`config.mk`:
```
export PLATFORM = sky130hd
export DESIGN_NAME = serial_addsub_flat
export DESIGN_NICKNAME = d
export VERILOG_FILES = /design/src/rtl/serial_addsub_pkg.sv /design/src/rtl/serial_addsub_if.sv /design/src/rtl/serial_addsub_digit_adder.sv /design/src/rtl/serial_addsub.sv /design/src/flat_wrapper.sv
export SDC_FILE = /design/constraint.sdc
export NUM_CORES = 1
export LEC_CHECK = 0
export CORE_MARGIN = 3
export CORE_UTILIZATION = 56
export CTS_CLUSTER_SIZE = 25
export DETAILED_ROUTE_END_ITERATION = 10
export GPL_TIMING_DRIVEN = 0
export PLACE_DENSITY = 0.9
export SETUP_SLACK_MARGIN = 0.1
export SYNTH_ARGS = -nofsm -noshare
export SYNTH_HDL_FRONTEND = slang
export SYNTH_SLANG_ARGS = --single-unit
```
`constraint.sdc`:
```
create_clock -name clk -period 5.4 [get_ports clk]
set_input_delay 1.08 -clock clk [delete_from_list [all_inputs] [get_ports clk]]
set_output_delay 1.08 -clock clk [all_outputs]
set_load 0.1 [all_outputs]
```
`src/rtl/serial_addsub_pkg.sv`:
```
// Shared types and sizing helpers for the serial adder/subtractor.
package serial_addsub_pkg;

  localparam int unsigned STATE_W = 2;

  typedef enum logic [STATE_W-1:0] {
    ST_IDLE = 2'd0,
    ST_RUN  = 2'd1,
    ST_DONE = 2'd2
  } state_e;

  // Number of DIGIT-wide beats needed to cover a WIDTH-bit operand.
  function automatic int unsigned calc_beats(input int unsigned width,
                                             input int unsigned digit);
    return width / digit;
  endfunction

  // Beat counter width; at least one bit even for a single-beat operation.
  function automatic int unsigned calc_cnt_w(input int unsigned width,
                                             input int unsigned digit);
    int unsigned beats;
    beats = width / digit;
    return (beats <= 1) ? 1 : $clog2(beats);
  endfunction

endpackage

```
`src/rtl/serial_addsub_if.sv`:
```
// Operand/result handshake bundle for serial_addsub.
interface serial_addsub_if #(
  parameter int unsigned WIDTH = 16
);

  logic             in_valid;
  logic             in_ready;
  logic [WIDTH-1:0] a;
  logic [WIDTH-1:0] b;
  logic             cin;
  logic             sub;
  logic             out_valid;
  logic             out_ready;
  logic [WIDTH-1:0] sum;
  logic             cout;
  logic             ovf;

  // Requester side: issues operands, consumes results.
  modport master (
    output in_valid, a, b, cin, sub, out_ready,
    input  in_ready, out_valid, sum, cout, ovf
  );

  // Adder side.
  modport slave (
    input  in_valid, a, b, cin, sub, out_ready,
    output in_ready, out_valid, sum, cout, ovf
  );

endinterface

```
`src/rtl/serial_addsub_digit_adder.sv`:
```
// Combinational DIGIT-bit ripple-carry chain of full-adder cells.
module digit_adder #(
  parameter int unsigned DIGIT = 4
) (
  input  logic [DIGIT-1:0] a_i,
  input  logic [DIGIT-1:0] b_i,
  input  logic             c_i,
  output logic [DIGIT-1:0] sum_c_o,
  output logic             co_c_o,
  output logic             cmsb_c_o
);

  logic carry_c;

  // Ripple the carry bit by bit; capture the carry entering the top cell for overflow.
  always_comb begin
    carry_c  = c_i;
    sum_c_o  = '0;
    cmsb_c_o = c_i;
    for (int i = 0; i < int'(DIGIT); i++) begin
      if (i == int'(DIGIT) - 1) begin
        cmsb_c_o = carry_c;
      end
      sum_c_o[i] = a_i[i] ^ b_i[i] ^ carry_c;
      carry_c    = (a_i[i] & b_i[i]) | (carry_c & (a_i[i] ^ b_i[i]));
    end
    co_c_o = carry_c;
  end

endmodule

```
`src/rtl/serial_addsub.sv`:
```
// Multi-cycle adder/subtractor: DIGIT bits per beat, LSB digit first, carry held between beats.
module serial_addsub
  import serial_addsub_pkg::*;
#(
  parameter int unsigned WIDTH = 16,
  parameter int unsigned DIGIT = 4
) (
  input  logic          clk,
  input  logic          rst,
  serial_addsub_if.slave bus
);

  localparam int unsigned BEATS = calc_beats(WIDTH, DIGIT);
  localparam int unsigned CNT_W = calc_cnt_w(WIDTH, DIGIT);

  localparam logic [STATE_W-1:0] IDLE = STATE_W'(ST_IDLE);
  localparam logic [STATE_W-1:0] RUN  = STATE_W'(ST_RUN);
  localparam logic [STATE_W-1:0] DONE = STATE_W'(ST_DONE);

  logic [STATE_W-1:0] state_q, state_d;
  logic [CNT_W-1:0]   cnt_q, cnt_d;
  logic [WIDTH-1:0]   opa_q, opa_d;
  logic [WIDTH-1:0]   opb_q, opb_d;
  logic [WIDTH-1:0]   res_q, res_d;
  logic               carry_q, carry_d;
  logic [WIDTH-1:0]   sum_q, sum_d;
  logic               cout_q, cout_d;
  logic               ovf_q, ovf_d;
  logic               in_ready_q, in_ready_d;
  logic               out_valid_q, out_valid_d;

  logic [DIGIT-1:0]       dsum_c;
  logic                   dco_c;
  logic                   dcmsb_c;
  logic [WIDTH+DIGIT-1:0] res_cat_c;
  logic [WIDTH-1:0]       res_shift_c;
  logic                   last_beat_c;

  digit_adder #(
    .DIGIT (DIGIT)
  ) u_digit_adder (
    .a_i      (opa_q[DIGIT-1:0]),
    .b_i      (opb_q[DIGIT-1:0]),
    .c_i      (carry_q),
    .sum_c_o  (dsum_c),
    .co_c_o   (dco_c),
    .cmsb_c_o (dcmsb_c)
  );

  // New digit enters at the top of the result register, older digits move down.
  always_comb begin
    res_cat_c   = {dsum_c, res_q};
    res_shift_c = WIDTH'(res_cat_c >> DIGIT);
    last_beat_c = (cnt_q == CNT_W'(BEATS - 1));
  end

  // Next-state and datapath update for IDLE -> RUN -> DONE.
  always_comb begin
    state_d     = state_q;
    cnt_d       = cnt_q;
    opa_d       = opa_q;
    opb_d       = opb_q;
    res_d       = res_q;
    carry_d     = carry_q;
    sum_d       = sum_q;
    cout_d      = cout_q;
    ovf_d       = ovf_q;

    case (state_q)
      IDLE: begin
        if (bus.in_valid) begin
          opa_d   = bus.a;
          opb_d   = bus.sub ? ~bus.b : bus.b;
          carry_d = bus.sub ? ~bus.cin : bus.cin;
          cnt_d   = '0;
          res_d   = '0;
          state_d = RUN;
        end
      end
      RUN: begin
        opa_d   = opa_q >> DIGIT;
        opb_d   = opb_q >> DIGIT;
        res_d   = res_shift_c;
        carry_d = dco_c;
        cnt_d   = cnt_q + CNT_W'(1);
        if (last_beat_c) begin
          sum_d   = res_shift_c;
          cout_d  = dco_c;
          ovf_d   = dco_c ^ dcmsb_c;
          cnt_d   = '0;
          state_d = DONE;
        end
      end
      DONE: begin
        if (bus.out_ready) begin
          state_d = IDLE;
        end
      end
      default: begin
        state_d = IDLE;
      end
    endcase

    in_ready_d  = (state_d == IDLE);
    out_valid_d = (state_d == DONE);
  end

  // State, datapath and flag registers.
  always_ff @(posedge clk or posedge rst) begin
    if (rst) begin
      state_q     <= IDLE;
      cnt_q       <= '0;
      opa_q       <= '0;
      opb_q       <= '0;
      res_q       <= '0;
      carry_q     <= 1'b0;
      sum_q       <= '0;
      cout_q      <= 1'b0;
      ovf_q       <= 1'b0;
      in_ready_q  <= 1'b1;
      out_valid_q <= 1'b0;
    end else begin
      state_q     <= state_d;
      cnt_q       <= cnt_d;
      opa_q       <= opa_d;
      opb_q       <= opb_d;
      res_q       <= res_d;
      carry_q     <= carry_d;
      sum_q       <= sum_d;
      cout_q      <= cout_d;
      ovf_q       <= ovf_d;
      in_ready_q  <= in_ready_d;
      out_valid_q <= out_valid_d;
    end
  end

  assign bus.in_ready  = in_ready_q;
  assign bus.out_valid = out_valid_q;
  assign bus.sum       = sum_q;
  assign bus.cout      = cout_q;
  assign bus.ovf       = ovf_q;

endmodule

```
`src/flat_wrapper.sv`:
```
// flat-port wrapper written by rule: the top's interface ports become plain ports
module serial_addsub_flat import serial_addsub_pkg::*;
#(
  parameter int unsigned WIDTH = 16,
  parameter int unsigned DIGIT = 4
)
  (clk, rst, bus_in_valid, bus_a, bus_b, bus_cin, bus_sub, bus_out_ready, bus_in_ready, bus_out_valid, bus_sum, bus_cout, bus_ovf);
  serial_addsub_if #(.WIDTH(WIDTH)) bus_i ();
  input  logic clk;
  input  logic rst;
  input wire logic [$bits(bus_i.in_valid)-1:0] bus_in_valid;
  input wire logic [$bits(bus_i.a)-1:0] bus_a;
  input wire logic [$bits(bus_i.b)-1:0] bus_b;
  input wire logic [$bits(bus_i.cin)-1:0] bus_cin;
  input wire logic [$bits(bus_i.sub)-1:0] bus_sub;
  input wire logic [$bits(bus_i.out_ready)-1:0] bus_out_ready;
  output wire logic [$bits(bus_i.in_ready)-1:0] bus_in_ready;
  output wire logic [$bits(bus_i.out_valid)-1:0] bus_out_valid;
  output wire logic [$bits(bus_i.sum)-1:0] bus_sum;
  output wire logic [$bits(bus_i.cout)-1:0] bus_cout;
  output wire logic [$bits(bus_i.ovf)-1:0] bus_ovf;
  assign bus_i.in_valid = bus_in_valid;
  assign bus_i.a = bus_a;
  assign bus_i.b = bus_b;
  assign bus_i.cin = bus_cin;
  assign bus_i.sub = bus_sub;
  assign bus_i.out_ready = bus_out_ready;
  assign bus_in_ready = bus_i.in_ready;
  assign bus_out_valid = bus_i.out_valid;
  assign bus_sum = bus_i.sum;
  assign bus_cout = bus_i.cout;
  assign bus_ovf = bus_i.ovf;
  serial_addsub #(.WIDTH(WIDTH), .DIGIT(DIGIT)) u_core (.clk(clk), .rst(rst), .bus(bus_i));
endmodule
```
==> summary.md <==
| Metric | Value |
|---|---|
| Status | completed |
| DR vias | 2,195 |
| ANT nets after route | 0 |
| CP max FO | 1 |
| Number of fill cells | 375 |
| Fmax | 327 MHz |
| DIE AREA | 6570 um2 |
| Share of cells above drive strength 1 | a little over an eighth |
| #FFs+latches synth | 69 |
| Setup Crit Path Kind | register to output pin |
| Fin cells | 409 |
| Clock Skew | between 0.008 and 0.009 ns |
| WP buf/inv | 1 |
| Slowest stage delay, CP | 1.12 ns |
| Root Driver | clkbuf_8 |
| Synth-to-layout area growth | 26.9% |
| Final Hold Vio Count | 0 |
| Placed instance count | a little under 400 |
| Most frequent cells in the layout | dfrtp_1, clkdlybuf4s50_1, nand2_1 |
| Maxcap violations | 0 |
| Setup crit start kind | register |
| Crit path DAT | 1.98 ns |
| Synth Cell Area | 3150 um2 |
| Syn Area/Cell | 11.9 um2 |
| RSZ-0062 raised after global routing | no |
| Hold path startpoint | u_core.carry_q$_DFFE_PP0P_ |
| CTS tree | built |
| Post-CTS Resized | 0 |
| Synth warn | 0 |
| Cell Pwr Density | 700 nW/um2 |
| Global Route Usage Sum | 22.0% |
| WP data required | 4.32 ns |
| Num CTS Buffers | 9 |
| I/O pins | 58 |
| Chip Width | approximately 81 um |
| DR vias/cell | approximately 5.4 |
| Setup violators final | 0 |
| Core box area | 5270 um2 |
| Crit path from | u_core.bus.in_ready$_DFF_PP1_ |
| Grt ovf | 0 |
| Die height | 81.0 um |
| Final Wtd Congestion | approximately 0.8 |
| Num Clock Sinks | 69 |
| Max clock buf depth | 2 |
| Starting density of the core | 59.8% |
| Hold buffers post-CTS | 0 |
| Slew headroom | about 35% |
| DR iter-0 viols | roughly 140 |
| Pleak | 1.87 nW |
| Crit-path cells | clkdlybuf4s50_1 |
| Final period utilization | 56.7% |
| Gate Count Post-Synth | 266 |
| ANT cells | 0 |
| Max IR drop VDD | 0.470 mV |
| Fin nets | around 380 |
| # DRC | 0 |
| 1st-pass router iterations | 4 |
| Sequential area share after synthesis | 54.8% |
| H-tree lvl count | 3 |
| Commonest non-fill, non-tap cell in the layout | dfrtp_1 |
| Worst slew pin tran | between 0.9 and 1 ns |
| Tmin final | 3.06 ns |
| Pin count of the biggest net entering global routing | 44 |
| Port bufs | 56 |
| Initial antenna violation count | 0 |
| Top delay family on crit path | buffers and inverters |
| Post-DR wirelength/cell | 16.1 um |
| Design area | 4000 um2 |
| Max stage delay cell, worst path | clkdlybuf4s50_1 |
| Hold WC Path Type | register to register |
| Clock slew at reported path FFs | 0.07 ns |
| Slew Limit Fails | 0 |
| Row Count | 26 |
| Skew-Pair Late Insertion Delay | 0.33 ns |
| Routed WL | 6570 um |
| First-pass GRT wire length | 10,800 um |
| Setup TNS | 0 ns |
| Final Util | 75.9% |
| DP Area | 3820 um2 |
| Endpoint class of the critical path | output pin |
| Post-CTS setup buffers | 0 |
| Synthesized net count | 309 |
| Post-synthesis cell type count | 28 |
| Reg-to-reg startpoint | u_core.carry_q$_DFFE_PP0P_ |
| Number of global-route vias before repair | 2,288 |
| Post-detail-place hpwl | between 4000 and 5000 um |
cell families after synthesis:
logic type,Yosys count,share of synthesized area [%]
fa+ha+maj,5,2.94
buf+inv,27,4.68
flops,69,54.8
compound gates,61,11.5
simple gates,46,6.55
xor+xnor,18,5.00
mux,40,14.5
worst reg2reg max path: cells and delay by family, from the launching register on:
family | cells | cell delay, ns
flops | 1 | 0.35
mux | 1 | 0.27
buf+inv | 4 | 0.30
fa+ha+maj | 4 | 1.45
report_power, final:
part	switching (mW)	internal [mW]
registers	0.136	0.747
logic	0.983	0.551
clock network	0.181	0.205
registers in the layout (all words and copies together), names as in the netlist:
register	count
u_core.bus.in_ready	1
u_core.state_q	2
u_core.bus.ovf	1
u_core.bus.out_valid	1
u_core.opa_q	16
u_core.res_q	12
u_core.bus.cout	1
u_core.bus.sum	16
u_core.opb_q	16
u_core.carry_q	1
u_core.cnt_q	2
layer usage:
layer,global-route usage [%],share of wire [%],up-vias
met5,0,0,-
met4,8.11,0.84,0
met3,3.99,4.6,7
met2,39.3,53,58
met1,26.6,42,1088
li1,-,-,1042
synth_stat cells:
library cell	n	area share [%]
buf_6	2	0.71
dfstp_2	1	0.83
inv_1	9	1.1
o21ai_0	26	4.1
a32o_1	1	0.32
nand2_1	35	4.2
mux2_4	10	4.8
a21oi_1	4	0.63
xnor2_1	4	1.1
nand2b_1	2	0.40
buf_2	7	1.1
o21ai_1	16	2.5
nor2_1	3	0.36
buf_4	6	1.4
o22a_1	1	0.28
mux2i_1	25	7.9
a22o_1	11	3.1
dfrtp_1	68	54
clkbuf_1	3	0.36
nand3b_4	1	0.63
ha_1	1	0.40
mux2_1	2	0.71
o21a_1	1	0.24
fa_1	4	2.5
nor2b_1	5	0.99
o21bai_2	1	0.36
xor2_1	14	3.9
mux2_2	3	1.1
cell type report:
type	instances	area (um2)	area share, %
Sequential cell	69	1730	43.2
Multi-Input combinational cell	170	1280	31.9
Timing Repair Buffer	57	581	14.5
Clock buffer	15	176	4.41
Buffer	18	114	2.84
Tap cell	70	87.6	2.19
Inverter	9	33.8	0.844
Clock inverter	1	5.00	0.125
through the flow:
step | hold WS (ns) | setup WS (ns) | total power, mW
2_1_floorplan | 0.449 | 2.58 | 2.05
3_3_place_gp | 0.461 | 1.52 | 2.36
3_5_place_dp | 0.472 | 2.70 | 2.43
4_1_cts | 0.486 | 2.32 | 2.82
5_1_grt | 0.514 | 2.30 | 2.96
6_report | 0.488 | 2.34 | 2.80
final timing paths:
path	to	slack, ns	depth (start not counted)
max in group asynchronous	u_core.bus.in_ready$_DFF_PP1_	3.60	3
hold reg to reg	u_core.carry_q$_DFFE_PP0P_	0.49	2
setup / recovery	bus_in_ready	2.34	1
min in group asynchronous	u_core.bus.sum[7]$_DFFE_PP0P_	1.13	2
hold / removal	u_core.carry_q$_DFFE_PP0P_	0.49	2
setup reg to reg	u_core.bus.sum[15]$_DFFE_PP0P_	2.93	9
No activity file was read; power rests on OpenSTA's default activity.
